--- src/rtl/bmp_pkg.sv ---
// +----------------------------------------------------------------------------+
// | bmp_pkg : shared command encodings and register offsets for the bitmap     |
// |           placement command queue.                                         |
// | Rev 1.0 : initial release                                                  |
// +----------------------------------------------------------------------------+
`default_nettype none

package bmp_pkg;

  typedef enum logic [1:0] {
    OP_ADD_IMG = 2'b00,
    OP_ADD_FNT = 2'b01,
    OP_REM_IMG = 2'b10
  } cmd_op_e;

  localparam logic [1:0] REG_XLOC = 2'd0;
  localparam logic [1:0] REG_YLOC = 2'd1;
  localparam logic [1:0] REG_CTRL = 2'd2;
  localparam logic [1:0] REG_STAT = 2'd3;

endpackage

`default_nettype wire

--- src/rtl/bmp_cmd_fifo.sv ---
// +----------------------------------------------------------------------------+
// | bmp_cmd_fifo : first-word-fall-through FIFO, W bits x DEPTH entries.        |
// | Rev 1.0 : initial release                                                  |
// +----------------------------------------------------------------------------+
`default_nettype none

module bmp_cmd_fifo #(
  parameter int W     = 8,
  parameter int DEPTH = 8
) (
  input  logic                   clk,
  input  logic                   rst_n,
  input  logic                   push_i,
  input  logic                   pop_i,
  input  logic [W-1:0]           wdata_i,
  output logic [W-1:0]           rdata_o,
  output logic [$clog2(DEPTH):0] count_o
);

  localparam int AW = $clog2(DEPTH);
  localparam int CW = AW + 1;
  localparam logic [CW-1:0] FULL_CNT = CW'(DEPTH);

  logic [W-1:0]  mem_q [DEPTH];
  logic [AW-1:0] wr_ptr_q, rd_ptr_q;
  logic [CW-1:0] count_q, count_d;
  logic          w_push_ok, w_pop_ok;

  assign w_pop_ok  = pop_i && (count_q != '0);
  // A pop in the same cycle frees the slot, so a full FIFO still accepts.
  assign w_push_ok = push_i && ((count_q != FULL_CNT) || w_pop_ok);

  always_comb begin
    count_d = count_q;
    if (w_push_ok && !w_pop_ok) begin
      count_d = count_q + CW'(1);
    end else if (!w_push_ok && w_pop_ok) begin
      count_d = count_q - CW'(1);
    end
  end

  always_ff @(posedge clk or negedge rst_n) begin
    if (!rst_n) begin
      wr_ptr_q <= '0;
      rd_ptr_q <= '0;
      count_q  <= '0;
    end else begin
      if (w_push_ok) wr_ptr_q <= wr_ptr_q + AW'(1);
      if (w_pop_ok)  rd_ptr_q <= rd_ptr_q + AW'(1);
      count_q <= count_d;
    end
  end

  always_ff @(posedge clk) begin
    if (w_push_ok) mem_q[wr_ptr_q] <= wdata_i;
  end

  assign rdata_o = (count_q == '0) ? '0 : mem_q[rd_ptr_q];
  assign count_o = count_q;

endmodule

`default_nettype wire

--- src/rtl/bmp_cmd_queue.sv ---
// +----------------------------------------------------------------------------+
// | bmp_cmd_queue : memory-mapped X/Y/CTRL/STAT registers feeding a command    |
// |                 FIFO. Define BMP_CMD_RDBACK_EN for register readback.      |
// | Rev 1.0 : initial release                                                  |
// +----------------------------------------------------------------------------+
`default_nettype none

module bmp_cmd_queue
  import bmp_pkg::*;
#(
  parameter logic [15:0] BASE_ADDR = 16'hC008,
  parameter int          DEPTH     = 8,
  parameter int          XW        = 10,
  parameter int          YW        = 9,
  parameter int          IDXW      = 5
) (
  input  logic            clk,
  input  logic            rst_n,
  input  logic            sel,
  input  logic            we,
  input  logic [15:0]     addr,
  input  logic [15:0]     wdata,
  output logic [15:0]     rdata,
  output logic            cmd_valid,
  input  logic            cmd_ready,
  output logic [1:0]      cmd_op,
  output logic [IDXW-1:0] cmd_idx,
  output logic [XW-1:0]   cmd_x,
  output logic [YW-1:0]   cmd_y,
  output logic            ovf
);

  localparam int EW = 2 + IDXW + XW + YW;
  localparam int CW = $clog2(DEPTH) + 1;
  localparam logic [CW-1:0] FULL_CNT = CW'(DEPTH);

  logic [XW-1:0] xloc_q, xloc_d;
  logic [YW-1:0] yloc_q, yloc_d;
  logic          ovf_q, ovf_d;
  logic [15:0]   w_off;
  logic          w_hit, w_wr, w_push, w_pop, w_full, w_empty;
  cmd_op_e       w_op;
  logic [EW-1:0] w_entry, w_head;
  logic [CW-1:0] w_count;
  logic          unused_ok;

  // Offset wraps for addresses below BASE, so one compare covers both bounds.
  assign w_off  = addr - BASE_ADDR;
  assign w_hit  = sel && (w_off < 16'd4);
  assign w_wr   = w_hit && we;
  assign w_push = w_wr && (w_off[1:0] == REG_CTRL);

  always_comb begin
    if (wdata[15])     w_op = OP_REM_IMG;
    else if (wdata[0]) w_op = OP_ADD_IMG;
    else               w_op = OP_ADD_FNT;
  end

  assign w_entry   = {w_op, wdata[IDXW:1], xloc_q, yloc_q};
  assign w_empty   = (w_count == '0);
  assign w_full    = (w_count == FULL_CNT);
  assign cmd_valid = !w_empty;
  assign w_pop     = cmd_valid && cmd_ready;

  always_comb begin
    xloc_d = xloc_q;
    yloc_d = yloc_q;
    ovf_d  = ovf_q;
    if (w_wr && (w_off[1:0] == REG_XLOC)) xloc_d = wdata[XW-1:0];
    if (w_wr && (w_off[1:0] == REG_YLOC)) yloc_d = wdata[YW-1:0];
    if (w_wr && (w_off[1:0] == REG_STAT) && wdata[15]) begin
      ovf_d = 1'b0;
    end else if (w_push && w_full && !w_pop) begin
      ovf_d = 1'b1;
    end
  end

  always_ff @(posedge clk or negedge rst_n) begin
    if (!rst_n) begin
      xloc_q <= '0;
      yloc_q <= '0;
      ovf_q  <= 1'b0;
    end else begin
      xloc_q <= xloc_d;
      yloc_q <= yloc_d;
      ovf_q  <= ovf_d;
    end
  end

  bmp_cmd_fifo #(
    .W     (EW),
    .DEPTH (DEPTH)
  ) u_fifo (
    .clk     (clk),
    .rst_n   (rst_n),
    .push_i  (w_push),
    .pop_i   (w_pop),
    .wdata_i (w_entry),
    .rdata_o (w_head),
    .count_o (w_count)
  );

  assign {cmd_op, cmd_idx, cmd_x, cmd_y} = w_head;
  assign ovf = ovf_q;

`ifdef BMP_CMD_RDBACK_EN
  always_comb begin
    rdata = '0;
    if (w_hit && !we) begin
      case (w_off[1:0])
        REG_XLOC: rdata[XW-1:0] = xloc_q;
        REG_YLOC: rdata[YW-1:0] = yloc_q;
        REG_STAT: begin
          rdata[15]     = ovf_q;
          rdata[14]     = w_full;
          rdata[13]     = w_empty;
          rdata[CW-1:0] = w_count;
        end
        default: rdata = '0;
      endcase
    end
  end
`else
  assign rdata = '0;
`endif

  // Upper write-data bits beyond the register fields are don't-care.
  assign unused_ok = ^wdata;

endmodule

`default_nettype wire
--- config.mk ---
export PLATFORM = sky130hd
export DESIGN_NAME = bmp_cmd_queue
export DESIGN_NICKNAME = d
export VERILOG_FILES = /design/src/rtl/bmp_pkg.sv /design/src/rtl/bmp_cmd_fifo.sv /design/src/rtl/bmp_cmd_queue.sv
export SDC_FILE = /design/constraint.sdc
export NUM_CORES = 1
export LEC_CHECK = 0
export ABC_AREA = 1
export CAP_MARGIN = 10
export CORE_MARGIN = 2
export CORE_UTILIZATION = 45
export DETAILED_ROUTE_END_ITERATION = 8
export GPL_TIMING_DRIVEN = 1
export PLACE_DENSITY = 0.73
export SLEW_MARGIN = 10
export SYNTH_ARGS = -nofsm -noshare
export SYNTH_HDL_FRONTEND = slang
export SYNTH_SLANG_ARGS = --single-unit
export TNS_END_PERCENT = 30
--- constraint.sdc ---
create_clock -name clk -period 2.5 [get_ports clk]
set_input_delay 0.5 -clock clk [delete_from_list [all_inputs] [get_ports clk]]
set_output_delay 0.5 -clock clk [all_outputs]
set_load 0.02 [all_outputs]
; Word-level counts from Yosys, hierarchy flattened
; Memory sizes are Yosys's and may differ from the RTL's.
; Index checks and enable logic that the tools add are counted.
[classes]
n_addsub = 5
n_mux = 9
reduce_logical = 24
n_eq_ne = 5
magnitude_cmp = 1
[ops]
columns = op, count
row1 = 2-to-1 mux 26 bit, 1
row2 = < comparator 16 x 3 -> 1 bit (second input constant), 1
row3 = subtractor 16 bit (second input constant), 1
row4 = logical AND 1 bit, 14
row5 = 2-to-1 mux 4 bit, 2
row6 = adder 3 x 1 -> 3 bit (second input constant), 2
row7 = 2-to-1 mux 1 bit, 5
row8 = adder 4 x 1 -> 4 bit (second input constant), 1
row9 = equality test 2 bit (second input constant), 2
row10 = equality test 4 bit (second input constant), 1
row11 = zero test 1 bit, 4
row12 = zero test 4 bit, 1
row13 = != test 4 bit (second input constant), 1
row14 = nonzero test 2 bit, 2
row15 = nonzero test 4 bit, 1
row16 = subtractor 4 x 1 -> 4 bit (second input constant), 1
row17 = equality test 2 x 1 -> 1 bit (second input constant), 1
row18 = zero test 2 bit, 1
row19 = 2-to-1 mux 2 bit, 1
row20 = logical OR 1 bit, 1
[totals]
ram_bits = 208
elab_cells = 51
regBits = 30
mem_count = 1
output_inout_bits = 44
[memory_table]
columns = memory, words, width, rd, rd_clocked_by_memory_dff, write_ports, line
row1 = u_fifo.mem_q, 8, 26, 1, 0, 1, bmp_cmd_fifo.sv:24  ; logic [W-1:0] mem_q [DEPTH];

; Longest topological paths before layout
; Gate-level depths: netlist (run 1).
[depth]
word_depth = 10
ltp_mapped = 18

; By module
; From an unflattened synthesis (run 1), not the netlist that was laid out.
[unflattened]
cells_unflattened = 1132
area_unflattened_um2 = 10924.2
[modules_own_cells]
columns = mod, area_each_um2, cells_per_inst, instances
row1 = bmp_cmd_fifo, 9703.1, 977, 1
row2 = bmp_cmd_queue, 1221.2, 155, 1

; Least setup slack after synthesis (run 1)
; Ideal clock, no wire load.
[synth_path]
kind = input to register
startpoint = input addr[3]
endpoint = memory u_fifo.mem_q[1][0] (netlist bit) (enable)
path_buffers = 0
setup_ns = 0.409
stages = 8
arrival_ns = 2.618
slack_ns = -0.527
cell_sequence = inv_1 > ha_1 > inv_1 > nor2_1 > nand4_2 > nor2_8 > nand4_1 > nor2_1
[synth_via]
elab_chain_len = 8
[synth_lines]
columns = item, line
row1 = start: declaration, bmp_cmd_queue.sv:21  ; input logic [15:0] addr,
row2 = subtractor 16 bit, bmp_cmd_queue.sv:48  ; assign w_off = addr - BASE_ADDR;
row3 = < comparator 16 x 3 -> 1 bit, bmp_cmd_queue.sv:49  ; assign w_hit = sel && (w_off < 16'd4);
row4 = logical AND 1 bit, bmp_cmd_queue.sv:49
row5 = logical AND 1 bit, bmp_cmd_queue.sv:50  ; assign w_wr = w_hit && we;
row6 = logical AND 1 bit, bmp_cmd_queue.sv:51  ; assign w_push = w_wr && (w_off[1:0] == REG_CTRL);
row7 = logical AND 1 bit, bmp_cmd_fifo.sv:31  ; assign w_push_ok = push_i && ((count_q != FULL_CNT) || w_pop_ok);
row8 = 2-to-1 mux 1 bit, bmp_cmd_fifo.sv:55  ; if (w_push_ok) mem_q[wr_ptr_q] <= wdata_i;
row9 = 2-to-1 mux 1 bit (implied by the code), bmp_cmd_fifo.sv:55
row10 = end: declaration, bmp_cmd_fifo.sv:24
; No other way between the ends.

; Worst setup path after layout (run 1)
[layout_path]
startpoint = register u_fifo.rd_ptr_q[0]
endpoint = output cmd_idx[1]
[layout_via]
elab_chain_len = 2
[layout_lines]
columns = item, line
row1 = start: declaration, bmp_cmd_fifo.sv:25  ; logic [AW-1:0] wr_ptr_q, rd_ptr_q;
row2 = start signal: assignment, bmp_cmd_fifo.sv:49  ; if (w_pop_ok) rd_ptr_q <= rd_ptr_q + AW'(1);
row3 = memory (8 x 26 bit), n/a
row4 = 2-to-1 mux 26 bit, bmp_cmd_fifo.sv:58  ; assign rdata_o = (count_q == '0) ? '0 : mem_q[rd_ptr_q];
row5 = end: declaration, bmp_cmd_queue.sv:27  ; output logic [IDXW-1:0] cmd_idx,
; No other way between the ends.

==> impl_metrics.toml, run 1 <==
[run_status]
status = "finished, violations left"
violations = "setup timing"

[cells_and_area]
n_fill_cell = 1707
n_antenna_cell = 0
multi_input_comb_area_um2 = 2690
nets = 980
regArea_um2 = 6999
drive_gt1_share_pct = 22.43
area_delta_synth_final_pct = 27.28
final_cells = 1234

[setup_path]
worstPathCellList = "clkinv_4 > buf_12 > buf_4 > nor2_1 > o32ai_2 > nor2_1 > nor2_1 > buf_4"
crit_slowest_cell = "dfrtp_2"
crit_top_cell = "nor2_1"
arrival_ns = 2.09
r2r_cells = 11
cp-start-kind = "flop"
rr_startpoint = "u_fifo.count_o[2]"
end_kind = "primary output"
cpLargestDelayFamily = "buffers and inverters"
path_max_fanout = 7
cp_num_buf_inv = 4
reg2reg_to = "u_fifo.count_o[1]"
cp-startpoint = "u_fifo.rd_ptr_q[0]"
path_class = "reg2out"
crit_path_max_incr_delay_ns = 0.48
reg2reg_slack_ns = 0.28
required_ns = 2.00

[cts]
cts-buffers-inserted = 24
clkSlewWorstSetupHoldPaths_ns = 0.06
cts_tree = "yes"
clk_path_buf_depth = 3
cts_root_buf = "clkbuf_16"
clock-sinks = 238
cts.htree.levels = 1
clock_latency_ns = 0.51

[timing]
fin_setup_tns_ns = -0.8450
slew_viol_final = 0
rsz0062_at_grt = "yes"
finalHoldViolCount = 0
skew_ns = 0.01126
maxSlewHeadroom_pct = 66.61
fin_crit_sh_pct = 103.5
min_period_ns = 2.587
setup_violations = 19
fmax_mhz = 386.6
fin_ws_ns = -0.08695
worstMarginPinSlew_ns = 0.4990

[global_route]
antenna_found_initial = 0
grt-ovfl-total = 0
grt_pass1_vias = 6256
grt_pass1_wl_um = 33440
grt_max_degree = 47
grtUsageTotal_pct = 19.16

[place]
gp_congestion = 0.7505
dp_hpwl_um = 12460
placedCellCount = 1173
numPortBuffers = 59

[flow_run]
drv_cap = 0

[floorplan]
io_pins = 81
rows = 54
start_util_pct = 45.38
fp.dieW_um = 151.7
core_area_um2 = 21620
fp.dieH_um = 151.7
die-area_um2 = 23000

[min_path]
worstHoldPathType = "in2async"

[power_and_ir_drop]
peakVddDrop_uv = 840.0
switching_power_w = 0.004823
intPower_w = 0.009054
netSwitchingFraction_pct = 34.75
clockPowerShare_pct = 25.7
combPwrFrac_pct = 42.5
p_leak_nw = 4.992
powerDensity_nw_per_um2 = 1111
p_seq_share_pct = 31.8

[routing]
drc = 0
num_vias = 6581
drtIter0Drc = 553
wl_um = 22500
post_drt_wl_per_cell_um = 18.23
ant_nets = 0
vias_per_cell = 5.333
first_pass_iters = 5

[logic_synthesis]
synth_xor_area_share_pct = 0.4463
async_flop_share_pct = 12.61
ys_types = 29
synth_fa_ha_area_share_pct = 0.9691
synth-compound-area-share_pct = 10.52
syn_inst = 823
synth_simple_gate_area_share_pct = 11.91
yosys-mux-area-fraction_pct = 0.1148
syn_avg_cell_area_um2 = 11.92
synth_top_family_by_area = "simple AND/OR/NAND/NOR gates"
synth_edf_count = 208
syn_area_um2 = 9812
synth-main-ff-cell = "edfxtp_1"
ys_warn_count = 0
synth-seq-cells = 238
yosysSeqAreaShare_pct = 71.31
-- Yosys cell counts (3+ instances only) --
| cell | n | area, um2 |
|---|---|---|
| o21ai_0 | 121 | 605.6 |
| buf_4 | 19 | 142.6 |
| ha_1 | 6 | 75.07 |
| inv_1 | 32 | 120.1 |
| o21ai_2 | 9 | 78.83 |
| dfrtp_1 | 30 | 750.7 |
| o32ai_1 | 26 | 227.7 |
| buf_2 | 14 | 70.07 |
| xor2_1 | 3 | 26.28 |
| o21ai_1 | 21 | 105.1 |
| clkbuf_1 | 27 | 101.4 |
| nand3_1 | 6 | 30.03 |
| a21oi_1 | 3 | 15.01 |
| nor2_1 | 233 | 874.6 |
| nand2_1 | 45 | 168.9 |
| nand4_1 | 3 | 18.77 |
| inv_2 | 4 | 15.01 |
| edfxtp_1 | 208 | 6246 |
-- area by class of cell --
| type | count | area share, % |
|---|---|---|
| Inverter | 36 | 1.122 |
| Tap cell | 280 | 2.805 |
| Clock buffer | 33 | 5.250 |
| Timing Repair Buffer | 133 | 12.17 |
| Sequential cell | 238 | 56.05 |
| Multi-Input combinational cell | 503 | 21.54 |
| Clock inverter | 11 | 1.062 |
-- routing by layer --
| metal | vias up | global-route usage (%) | wire [um] | share of wire (%) |
|---|---|---|---|---|
| met4 | 0 | 5.787 | 406 | 1.8 |
| met5 | - | 0 | 0 | 0 |
| met1 | 3179 | 25.25 | 9203 | 41 |
| li1 | 3086 | - | - | - |
| met3 | 36 | 3.144 | 1498 | 6.7 |
| met2 | 280 | 32.82 | 11390 | 51 |
-- worst max-delay path by stage --
stage | end | slack (ns) | cells after the start
6_report | cmd_idx[1] | -0.09 | 8
5_1_grt | cmd_idx[1] | -0.17 | 8
4_1_cts | cmd_y[3] | -0.08 | 8
3_5_place_dp | u_fifo.count_o[3] | -0.72 | 18
3_3_place_gp | u_fifo.count_o[3] | -0.59 | 17
2_1_floorplan | u_fifo.count_o[3] | -0.14 | 16
-- flip-flops by register name (all words and copies together) (netlist names) --
name	flops
u_fifo.rd_ptr_q	3
u_fifo.wr_ptr_q	3
ovf	1
u_fifo.mem_q	208
u_fifo.count_o	4
yloc_q	9
xloc_q	10
-- logic make-up after synthesis --
group / count (synthesis)
and+or+nand+nor: 294
DFF: 238
AOI/OAI and AO/OA: 180
buffers and inverters: 97
adders and majority gates: 7
xor gates and xnor gates: 5
other: 1
muxes: 1
-- cells in the final DEF, fill, tap and decap left out, drive strengths merged, types with 2 or more instances in the layout --
master         count
buf               94
inv               36
a21oi              3
xnor2              2
clkbuf            37
edfxtp           208
xor2               3
clkdlybuf4s50     30
nor3               2
bufinv             3
ha                 6
bufbuf             2
nand4              4
dlymetal6s2s       2
o21ai            151
nand2             46
nand3              8
o32ai             26
dfrtp             30
nor2             234
conb              16
clkinv             8
-- timing repair --
| item | in CTS | in global routing |
|---|---|---|
| gates cloned | 5 | 4 |
| hold buffers | 0 | 0 |
| resized for setup | 158 | 100 |
| pin swaps | 13 | 30 |
| buffers inserted | 5 | 5 |
| setup endpoints to repair | 29 | 192 |
-- power groups by stage --
stage	registers, W	clock network, W	logic (W)
finish	0.00441	0.00357	0.00589
global placement	0.00448	0	0.00483
CTS	0.00441	0.00360	0.00530
floorplan	0.00446	0	0.00295
detailed placement	0.00448	0	0.00492
global route	0.00442	0.00376	0.00638
-- stage by stage --
step                total power, W  hold WS (ns)  worst slack (ns)  area [um2]  util (%)
finish                     0.01388        0.3978          -0.08695       12490     57.76
global route               0.01455        0.4516           -0.1749       12490     57.76
CTS                        0.01331        0.4046          -0.08180       12160     56.24
detailed placement        0.009404        0.5204           -0.7152       11180     51.73
global placement          0.009310        0.5053           -0.5894       11180     51.73
floorplan                 0.007406        0.2044           -0.1414        9888         -
Power figures use the tool's default switching activity.
==> run 2, diff against run 1 <==
GPL_ROUTABILITY_DRIVEN = 0   (was unset)
==> results of run 2 <==
The final DEF is identical to that of run 1; final timing and power are the same.
